**config.mk**
```make
export PLATFORM = sky130hd
export DESIGN_NAME = serial_pattern_streamer
export DESIGN_NICKNAME = d
export VERILOG_FILES = /design/src/rtl/pattern_pkg.sv /design/src/rtl/serial_pattern_streamer.sv
export SDC_FILE = /design/constraint.sdc
export NUM_CORES = 1
export LEC_CHECK = 0
export ABC_AREA = 1
export ABC_CLOCK_PERIOD_IN_PS = 3400
export CAP_MARGIN = 20
export CORE_AREA = 4 4 56 83
export CTS_CLUSTER_DIAMETER = 30
export CTS_CLUSTER_SIZE = 30
export DETAILED_ROUTE_END_ITERATION = 16
export DIE_AREA = 0 0 60 87
export GPL_ROUTABILITY_DRIVEN = 0
export PLACE_DENSITY = 0.54
export SLEW_MARGIN = 20
export SYNTH_ARGS = -nofsm -noshare
export SYNTH_HDL_FRONTEND = slang
export SYNTH_SLANG_ARGS = --single-unit
```
**constraint.sdc**
```tcl
create_clock -name clk -period 3.4 [get_ports clk]
set_input_delay 0.51 -clock clk [delete_from_list [all_inputs] [get_ports clk]]
set_output_delay 0.51 -clock clk [all_outputs]
set_load 0.02 [all_outputs]
```
**src/rtl/pattern_pkg.sv**
```systemverilog
// Shared definitions for the serial pattern streamer and the sequence detector benches:
// state encoding, length-width helper and the reference test pattern.
package pattern_pkg;

    typedef enum logic {
        ST_IDLE  = 1'b0,
        ST_SHIFT = 1'b1
    } state_t;

    // Bits needed to hold a length in the range 0..width.
    function automatic int len_w(input int width);
        return $clog2(width + 1);
    endfunction

    localparam logic [4:0] PAT_10110     = 5'b10110;
    localparam int         PAT_LEN_10110 = 5;

endpackage

```
**src/rtl/serial_pattern_streamer.sv**
```systemverilog
// Parallel-to-serial stage: accepts variable-length words over valid/ready and streams
// them MSB-first, one bit per clock, with no gap between consecutive words.
module serial_pattern_streamer
    import pattern_pkg::*;
#(
    parameter int   WIDTH    = 8,
    parameter logic IDLE_BIT = 1'b0
) (
    input  logic                       clk,
    input  logic                       rst,
    input  logic                       load_valid,
    input  logic [WIDTH-1:0]           load_data,
    input  logic [len_w(WIDTH)-1:0]    load_len,
    input  logic                       abort,
    output logic                       load_ready,
    output logic                       dout,
    output logic                       dout_valid,
    output logic                       last
);

    localparam int LEN_W = len_w(WIDTH);

    logic [WIDTH-1:0] shreg, shreg_nxt, aligned;
    logic [LEN_W-1:0] cnt, cnt_nxt, len_c;
    logic             dout_nxt, accept;
    state_t           state;

    // The FSM state is fully determined by the bit counter.
    assign state      = (cnt == '0) ? ST_IDLE : ST_SHIFT;
    assign load_ready = (cnt <= LEN_W'(1));
    assign dout_valid = (state == ST_SHIFT);
    assign last       = (cnt == LEN_W'(1));

    assign len_c  = (load_len > LEN_W'(WIDTH)) ? LEN_W'(WIDTH) : load_len;
    assign accept = load_valid && load_ready && (load_len != '0) && !abort;

    always_comb begin
        cnt_nxt   = cnt;
        shreg_nxt = shreg;
        dout_nxt  = dout;
        // Left-align the valid bits so the first one sits in the MSB.
        aligned   = load_data << (LEN_W'(WIDTH) - len_c);
        if (abort) begin
            cnt_nxt   = '0;
            shreg_nxt = '0;
            dout_nxt  = IDLE_BIT;
        end else if (accept) begin
            cnt_nxt   = len_c;
            dout_nxt  = aligned[WIDTH-1];
            shreg_nxt = aligned << 1;
        end else begin
            case (state)
                ST_SHIFT: begin
                    cnt_nxt   = cnt - LEN_W'(1);
                    shreg_nxt = shreg << 1;
                    dout_nxt  = (cnt == LEN_W'(1)) ? IDLE_BIT : shreg[WIDTH-1];
                end
                default: ;
            endcase
        end
    end

    always_ff @(posedge clk or negedge rst) begin
        if (!rst) begin
            cnt   <= '0;
            shreg <= '0;
            dout  <= IDLE_BIT;
        end else begin
            cnt   <= cnt_nxt;
            shreg <= shreg_nxt;
            dout  <= dout_nxt;
        end
    end

endmodule

```
# Word level (Yosys, flattened, before mapping)

Cells that the tools add are included.
W data, S select, Z words.

Register bits after elaboration: 13
Bits of input ports: 16
Output and inout port bits: 4

Add/subtract/negate cells: 2
Magnitude comparators: 2
Equal/unequal tests: 2
Shifts and indexed selects: 1
Muxes and demuxes: 12
Reduce and logical (&&, ||, !) cells: 6

Operators with widths:

| cell                  | count |
|---|---|
| $mux W8               | 3 |
| $mux W4               | 4 |
| $shl A8 B4 Y8         | 1 |
| $mux W1               | 5 |
| $eq A4 B1 Y1 const B  | 1 |
| $gt A4 B4 Y1 const B  | 1 |
| $le A4 B1 Y1 const B  | 1 |
| $logic_not A4 Y1      | 1 |
| $reduce_bool A4 Y1    | 1 |
| $sub A4 B1 Y4 const B | 1 |
| $sub A4 B4 Y4 const A | 1 |
| $logic_and A1 B1 Y1   | 3 |
| $ne A3 B3 Y1 const B  | 1 |
| $logic_not A1 Y1      | 1 |

# Longest topological paths before layout

Gate-level depths: netlist of the first run.

Depth after elaboration: 6
Mapped depth: 14
Mapped depth without buffers: 13

# Worst setup path after synthesis of the first run

OpenSTA, ideal clock, no wires.

Kind: input to register
From: in load_len[0]
To: reg shreg[4]
Setup time: 0.065 ns
Arrival time: 1.774 ns
Required time: 3.335 ns
Slack: 1.560 ns
Stages on the path: 13
Path buffers: 1
Path through: buf_6 > nor2_4 > nand2_1 > a21oi_1 > inv_1 > ha_1 > inv_1 > nand3_1 > nand2_1 > nand3_1 > nand2_1 > nand2_1 > nand2_1

Word-level cells in the longest chain between the ends: 6
Elaborated cells between the ends (all ways): 10
Those cells by class: 1 x add/sub; 1 x order compare; 1 x eq/ne; 1 x shift; 3 x mux; 3 x reduce/logical

RTL lines:

| what                 | line                          | RTL |
|---|---|---|
| from (decl)          | serial_pattern_streamer.sv:13 | `input logic [len_w(WIDTH)-1:0] load_len,` |
| $gt A4 B4 Y1         | serial_pattern_streamer.sv:34 | `assign len_c = (load_len > LEN_W'(WIDTH)) ? LEN_W'(WIDTH) : load_len;` |
| $mux W4              | serial_pattern_streamer.sv:34 |  |
| $sub A4 B4 Y4        | serial_pattern_streamer.sv:42 | `aligned = load_data << (LEN_W'(WIDTH) - len_c);` |
| $shl A8 B4 Y8        | serial_pattern_streamer.sv:42 |  |
| $mux W8              | serial_pattern_streamer.sv:47 | `end else if (accept) begin` |
| $mux W8              | serial_pattern_streamer.sv:43 | `if (abort) begin` |
| to (signal assigned) | serial_pattern_streamer.sv:70 | `shreg <= shreg_nxt;` |
| to (decl)            | serial_pattern_streamer.sv:23 | `logic [WIDTH-1:0] shreg, shreg_nxt, aligned;` |

Several ways; a longest one is shown, not always the timed one.
A chain may end at the register's enable or synchronous reset.

# Worst setup path in the final report of the first run

From: reg cnt[0]
To: out dout_valid

Word-level cells in the longest chain between the ends: 2

RTL lines:

| what                   | line                          | RTL |
|---|---|---|
| from (decl)            | serial_pattern_streamer.sv:24 | `logic [LEN_W-1:0] cnt, cnt_nxt, len_c;` |
| from (signal assigned) | serial_pattern_streamer.sv:69 | `cnt <= cnt_nxt;` |
| $logic_not A4 Y1       | serial_pattern_streamer.sv:29 | `assign state = (cnt == '0) ? ST_IDLE : ST_SHIFT;` |
| $mux W1                | serial_pattern_streamer.sv:29 |  |
| to (decl)              | serial_pattern_streamer.sv:17 | `output logic dout_valid,` |

Every way passes these cells.

==> results of run 1 <==
## cell families (layout without fill, tap and decap cells)
kind of cell | Yosys count | count (layout) | share of synthesized area [%]
xor+xnor | 2 | 2 | 1.534
flops | 12 | 12 | 26.29
compound gates | 14 | 14 | 7.339
fa+ha+maj | 3 | 3 | 3.286
simple gates | 111 | 111 | 51.04
buf+inv | 27 | 47 | 10.52
## final cells by class
| class | instances | area (um^2) | area share, % |
|---|---|---|---|
| Clock buffer | 4 | 55.05 | 3.894 |
| Inverter | 24 | 90.09 | 6.372 |
| Multi-Input combinational cell | 130 | 721.9 | 51.06 |
| Sequential cell | 12 | 300.3 | 21.24 |
| Tap cell | 45 | 56.30 | 3.982 |
| Timing Repair Buffer | 19 | 190.2 | 13.45 |
## layer usage
metal | global-route usage (%) | vias up | wire, um
met3 | 0.8902 | 6 | 86
li1 | - | 578 | -
met4 | 6.855 | 0 | 85
met2 | 20.28 | 21 | 1385
met5 | 0 | - | 0
met1 | 13.61 | 482 | 1040
## per-stage QoR
step	instance area (um^2)	setup slack [ns]	power, mW	utilization, %	cells
final	1414	1.003	0.8801	36.03	234
after global routing	1414	0.8241	0.9633	36.03	234
after CTS	1414	0.9685	0.8951	36.03	234
after detailed placement	1359	0.7783	0.7374	34.63	230
after global placement	1359	0.7758	0.7404	34.63	230
after floorplan	1142	1.560	0.5962	-	169
## power groups by stage
stage	combinational, mW	clock (mW)	sequential, mW
2_1_floorplan	0.385	0	0.212
3_3_place_gp	0.527	0	0.213
3_5_place_dp	0.523	0	0.215
4_1_cts	0.525	0.158	0.212
5_1_grt	0.582	0.165	0.216
6_report	0.513	0.156	0.211
## layout by cell type, fill, tap and decap left out, types with 2 or more instances in the layout
cell / netlist / final
nor2_4: 2 / 2
nand3_1: 28 / 28
nand2_2: 2 / 2
inv_2: 5 / 5
nor2_8: 3 / 3
nor3_4: 2 / 2
ha_1: 3 / 3
clkdlybuf4s50_1: 0 / 19
o21ai_1: 4 / 4
nand2_1: 59 / 59
o21ai_0: 4 / 4
inv_1: 19 / 19
nor2_1: 8 / 8
clkbuf_8: 0 / 4
a21oi_1: 4 / 4
dfrtp_1: 12 / 12
nand2_4: 4 / 4
## state kept, by name (all words and copies together), names as in the netlist
register / count
dout: 1
cnt: 4
shreg: 7
## critical path, delay by kind of cell, from the launching register on
kind	cells	cell delay, ns
buffers and inverters	4	0.92
adder cells (fa/ha/maj)	1	0.26
flip-flops	1	0.40
AND/OR/NAND/NOR	1	0.07
## how the worst min path moves through the flow
stage | from | to | slack (ns) | cells past startpoint
after global routing | shreg[3]$_DFFE_PN0P_ | shreg[3]$_DFFE_PN0P_ | 0.51 | 2
after floorplan | rst | cnt[0]$_DFFE_PN0P_ | 0.21 | 0
after detailed placement | shreg[5]$_DFFE_PN0P_ | shreg[5]$_DFFE_PN0P_ | 0.47 | 2
after CTS | shreg[3]$_DFFE_PN0P_ | shreg[3]$_DFFE_PN0P_ | 0.48 | 2
after global placement | shreg[6]$_DFFE_PN0P_ | shreg[6]$_DFFE_PN0P_ | 0.47 | 2
final | shreg[6]$_DFFE_PN0P_ | shreg[6]$_DFFE_PN0P_ | 0.48 | 2
==> results by group, run 1 <==
Run status
  – Status: completed

Clock tree
  – Clock Tree Buf Depth: 2
  – Cts repair resizes: 0
  – CTS H-tree lvls: 1
  – Root Driver: clkbuf_8
  – Clk_lat worst skew: about 0.24 ns
  – CTS tree: yes
  – Sink Count: 12
  – CTS Buf Count: 3
  – Hold buffers post-CTS: 0
  – CTS clk-pin slew, worst paths: 0.05 ns
  – Setup bufs post-CTS: 0

Critical path
  – Worst R2R Start: cnt[0]$_DFFE_PN0P_
  – CP required: 2.89 ns
  – R2r worst-path depth: 10
  – Worst Setup EP: dout_valid
  – Crit-path cells: inv_1 > ha_1 > inv_1 > nor2_8 > inv_2 > clkdlybuf4s50_1
  – CP arrival: 1.89 ns
  – Worst path most repeated cell: inv_1
  – Worst setup EP type: output port
  – Worst path slowest cell: clkdlybuf4s50_1
  – Startpoint Class: flop
  – Critical R2R Capture: shreg[4]$_DFFE_PN0P_
  – Worst reg-to-reg setup slack: 1.71 ns
  – CP startpoint: cnt[0]$_DFFE_PN0P_
  – CP max stage delay: 0.60 ns
  – Setup CP Type: flop to output port
  – Maximum fanout along the worst path: 5

Yosys
  – EDFF count, synth: 0
  – Mapped Avg Cell Area: 6.759 um^2
  – Area leader, netlist: dfrtp_1
  – Post-Syn Instances: 169
  – Post-Syn Nets: 188
  – Area of the mapped netlist: 1142 um^2
  – Count of different cell masters after synthesis: 24
  – Post-synthesis sequential area ratio: 26.29%
  – Top_reg_cell synth: dfrtp_1
  – Synth area leaders: dfrtp_1, nand2_1, nand3_1, inv_1, nor2_8
  – FF+latch count, synth: 12
  – YS warnings: 0
  – Post-synthesis async set-or-reset flop share: 100.0%
  – Most frequent cell after synthesis: nand2_1
  – Post-synth top cells: nand2_1, nand3_1, inv_1
  – Yosys top cell area share: between 20% and 30%

Routing
  – WL/cell: 11.10 um
  – Post-route ant nets: 0
  – Total via count after detailed routing: 1,087
  – Vias/cell: between 4 and 5
  – # DRC: 0
  – First DRT Iteration DRCs: 22
  – Final WL: between 2 and 3 mm
  – 1st-pass router iterations: 4

Power
  – Static leakage: 0.7318 nW
  – Sw frac: 44.40%
  – Reg power frac: between 20% and 30%
  – VDD IR max: 429.3 uV
  – Share of total power in the clock network: ~18%
  – Cell Pwr Density: slightly above 600 nW/um^2
  – Comb pwr share: 58.3%
  – P_int: just under 0.5 mW
  – Psw: a little under 0.4 mW

Timing
  – Final period utilization: 70.50%
  – Minimum hold slack: 0.4810 ns
  – Max Transition Viols Final: 0
  – RSZ-0062 raised after global routing: false
  – Final min period: 2.397 ns
  – Final Hold Viols: 0
  – Slew Limit Headroom: 62.13%
  – Endpoints failing setup: 0
  – Setup TNS: 0 ns
  – Layout Skew: about 0.0037 ns
  – Worst-Margin Slew: 0.5663 ns
  – Fmax: 417.2 MHz

Placement
  – Detailed placement HPWL: 2.244 mm
  – IO buf count: 19

Die
  – # rows: 28
  – DIE HEIGHT: 87 um
  – CORE AREA: between 3000 and 4000 um^2
  – Full die area: 5220 um^2
  – Starting density of the core: just under 30%
  – Io pins: 20
  – Die Width: 60 um

GRT
  – Largest net degree at the start of global routing: 13
  – Overflow after GRT: 0
  – GRT Total Usage: 11.72%
  – Vias in the first global route: 1,061
  – Initial antenna violation count: 0
  – First-pass GRT wire length: 4.698 mm

Cells and area
  – Fillcell total: 447
  – Area grow syn2layout: 23.77%
  – ANT cells: 0
  – Final Net Count: 209
  – Share of layout cells above drive strength 1: 12.17%

Job
  – Max-cap violations: 0

Worst hold path
  – Tightest Hold Check Type: flop to flop
Note: power is estimated with default switching activity, not from simulation.
==> inputs of run 2 (changes only) <==
ABC_CLOCK_PERIOD_IN_PS = 2300   (was 3400)
clock period = 2.3 ns   (was 3.4 ns; I/O delays follow)
==> run 2 against run 1 <==
Setup slack worse by 0.81 ns. Via count is 3.2% higher. Clock skew is 0.0018 ns lower. Sequential power is 48% higher. Register-to-register slack worse by 1.1 ns. Global-route usage is 0.67 points lower. Core utilization is 1.3 points higher. Critical path type unchanged. Critical endpoint is now last. Largest cell class unchanged.
==> results by group, run 2 (synthesis gave the netlist of run 1 again) <==
Job
  – Max-cap violations: 0

Placement
  – Detailed placement HPWL: 2.227 mm
  – Pre-CTS setup slack: 0.01355 ns
  – DP Cell Count: 235
  – Area after DPL: 1396 um^2
  – IO buf count: 19

Cells and area
  – Share of layout cells above drive strength 1: 15.38%
  – Commonest cells after routing, fill and taps aside: nand2_1, nand3_1, inv_1, clkdlybuf4s50_1, dfrtp_1
  – ANT cells: 0
  – Largest regs: shreg: 7 flops, cnt: 4 flops, dout: 1 flops
  – Non-filler cells, final: 240
  – Final Net Count: 215
  – Biggest register: shreg
  – Max FFs per register: 7
  – Commonest non-fill, non-tap cell in the layout: nand2_1
  – Final instance area: 1465 um^2
  – Area grow syn2layout: 28.26%

Timing
  – Slew Limit Headroom: 63.08%
  – Final Hold Viols: 0
  – Layout Skew: 0.001890 ns
  – Worst-Margin Slew: 0.5521 ns
  – Final period utilization: a little over 90%
  – RSZ-0062 raised after global routing: false
  – Endpoints failing setup: 0
  – Fmax: ~470 MHz
  – Max Transition Viols Final: 0
  – Setup TNS: 0 ns
  – Final min period: 2.107 ns
  – Final worst setup slack: 0.1931 ns

Run status
  – Status: completed

Routing
  – # DRC: 0
  – Total via count after detailed routing: 1,122
  – First DRT Iteration DRCs: 36
  – Final WL: 2.570 mm
  – 1st-pass router iterations: 4
  – Vias/cell: 4.675
  – Post-route ant nets: 0
  – WL/cell: 10.71 um

Critical path
  – R2r worst-path depth: 11
  – Crit-path cells: inv_1 > ha_1 > inv_1 > nor2_1 > clkdlybuf4s50_1
  – CP max stage delay: approximately 0.63 ns
  – CP required: roughly 2.0 ns
  – Setup CP Type: flop to output port
  – Worst reg-to-reg setup slack: 0.59 ns
  – Worst R2R Start: cnt[0]$_DFFE_PN0P_
  – CP startpoint: cnt[1]$_DFFE_PN0P_
  – Worst path most repeated cell: inv_1
  – Critical R2R Capture: shreg[2]$_DFFE_PN0P_
  – CP arrival: around 1.8 ns
  – Worst path slowest cell: clkdlybuf4s50_1
  – Maximum fanout along the worst path: 3
  – Startpoint Class: flop
  – Worst setup EP type: output port

Worst hold path
  – Tightest Hold Check Type: input pin to async pin

GRT
  – Largest net degree at the start of global routing: 13
  – First-pass GRT wire length: 4.491 mm
  – GRT Total Usage: between 10 and 15%
  – Initial antenna violation count: 0
  – Vias in the first global route: 1,090
  – Overflow after GRT: 0

Die
  – Die Width: ~60 um
  – CORE AREA: 3924 um^2
  – DIE HEIGHT: between 80 and 90 um
  – Full die area: 5220 um^2
  – # rows: 28
  – Io pins: 20
  – Starting density of the core: 29.11%

Clock tree
  – CTS Buf Count: 3
  – Clock Tree Buf Depth: 2
  – Clk_lat worst skew: between 0.2 and 0.25 ns
  – Root Driver: clkbuf_8
  – CTS clk-pin slew, worst paths: 0.06 ns
  – Sink Count: 12
  – CTS tree: yes
  – CTS H-tree lvls: 1

Power
  – Psw: 0.5821 mW
  – Comb pwr share: approximately three fifths
  – Final Total Pwr: 1.327 mW
  – Share of total power in the clock network: 17.3%
  – Static leakage: 0.7665 nW
  – Reg power frac: a little under a quarter
  – Sw frac: 43.88%
  – VDD IR max: 590.0 uV
  – Cell Pwr Density: approximately 910 nW/um^2
  – P_int: 0.7444 mW
## run 2: cell count changes in the layout (fill, tap and decap cells not counted)
cell             change
dlymetal6s2s_1       +1
clkdlybuf4s50_1      -1
a21oi_2              +1
buf_4                +6
a21oi_1              -1
## run 2: final cells by class
cell class / count / area [um^2]
Timing Repair Buffer: 25 / 237.7
Clock buffer: 4 / 55.05
Inverter: 24 / 90.09
Multi-Input combinational cell: 130 / 725.7
Fill cell: 427 / 2459
Tap cell: 45 / 56.30
Sequential cell: 12 / 300.3
## run 2: critical path: cells and delay by family (launching register included)
kind,cells,cell delay [ns]
flops,1,0.39
buf+inv,3,0.76
fa+ha+maj,1,0.20
simple gates,1,0.17
## run 2: power groups by stage
stage | combinational [mW] | sequential [mW] | clock (mW)
global placement | 0.777 | 0.315 | 0
CTS | 0.781 | 0.313 | 0.234
finish | 0.785 | 0.312 | 0.230
floorplan | 0.569 | 0.313 | 0
detailed placement | 0.777 | 0.317 | 0
global route | 0.875 | 0.321 | 0.245
## run 2: metal layers
| metal | global-route usage [%] | part of all wire, % | up-vias |
|---|---|---|---|
| met4 | 4.234 | 1.4 | 0 |
| met1 | 12.18 | 38 | 506 |
| met5 | 0 | 0 | - |
| li1 | - | - | 591 |
| met2 | 20.87 | 57 | 23 |
| met3 | 0.8902 | 3.8 | 2 |
## run 2: how the worst max path moves through the flow
stage | endpoint | slack (ns) | cells after the start
floorplan | shreg[4]$_DFFE_PN0P_ | 0.63 | 13
global placement | shreg[3]$_DFFE_PN0P_ | 0.06 | 13
detailed placement | shreg[3]$_DFFE_PN0P_ | 0.01 | 13
CTS | dout_valid | 0.03 | 6
global route | last | 0.07 | 5
finish | last | 0.19 | 5
## run 2: repair_timing
item                       CTS  global route
resized for setup            0             2
buffers inserted             0             1
setup endpoints to repair    0             3
hold buffers                 0             0
## run 2: stage by stage
step	hold slack, ns	utilization (%)
after global routing	0.5079	37.34
after global placement	0.4650	35.59
after CTS	0.4855	36.99
final	0.4637	37.34
after floorplan	0.04941	-
after detailed placement	0.4692	35.59
==> inputs of run 3 (changes only) <==
MAX_ROUTING_LAYER = met4   (was not set)
SLEW_MARGIN = not set   (was 20)
==> results of run 3 <==
Same layout as run 2: the final DEF is identical, and so are final timing and power.
Among the figures that moved: overall routing resource usage 11.05% -> 11.35%
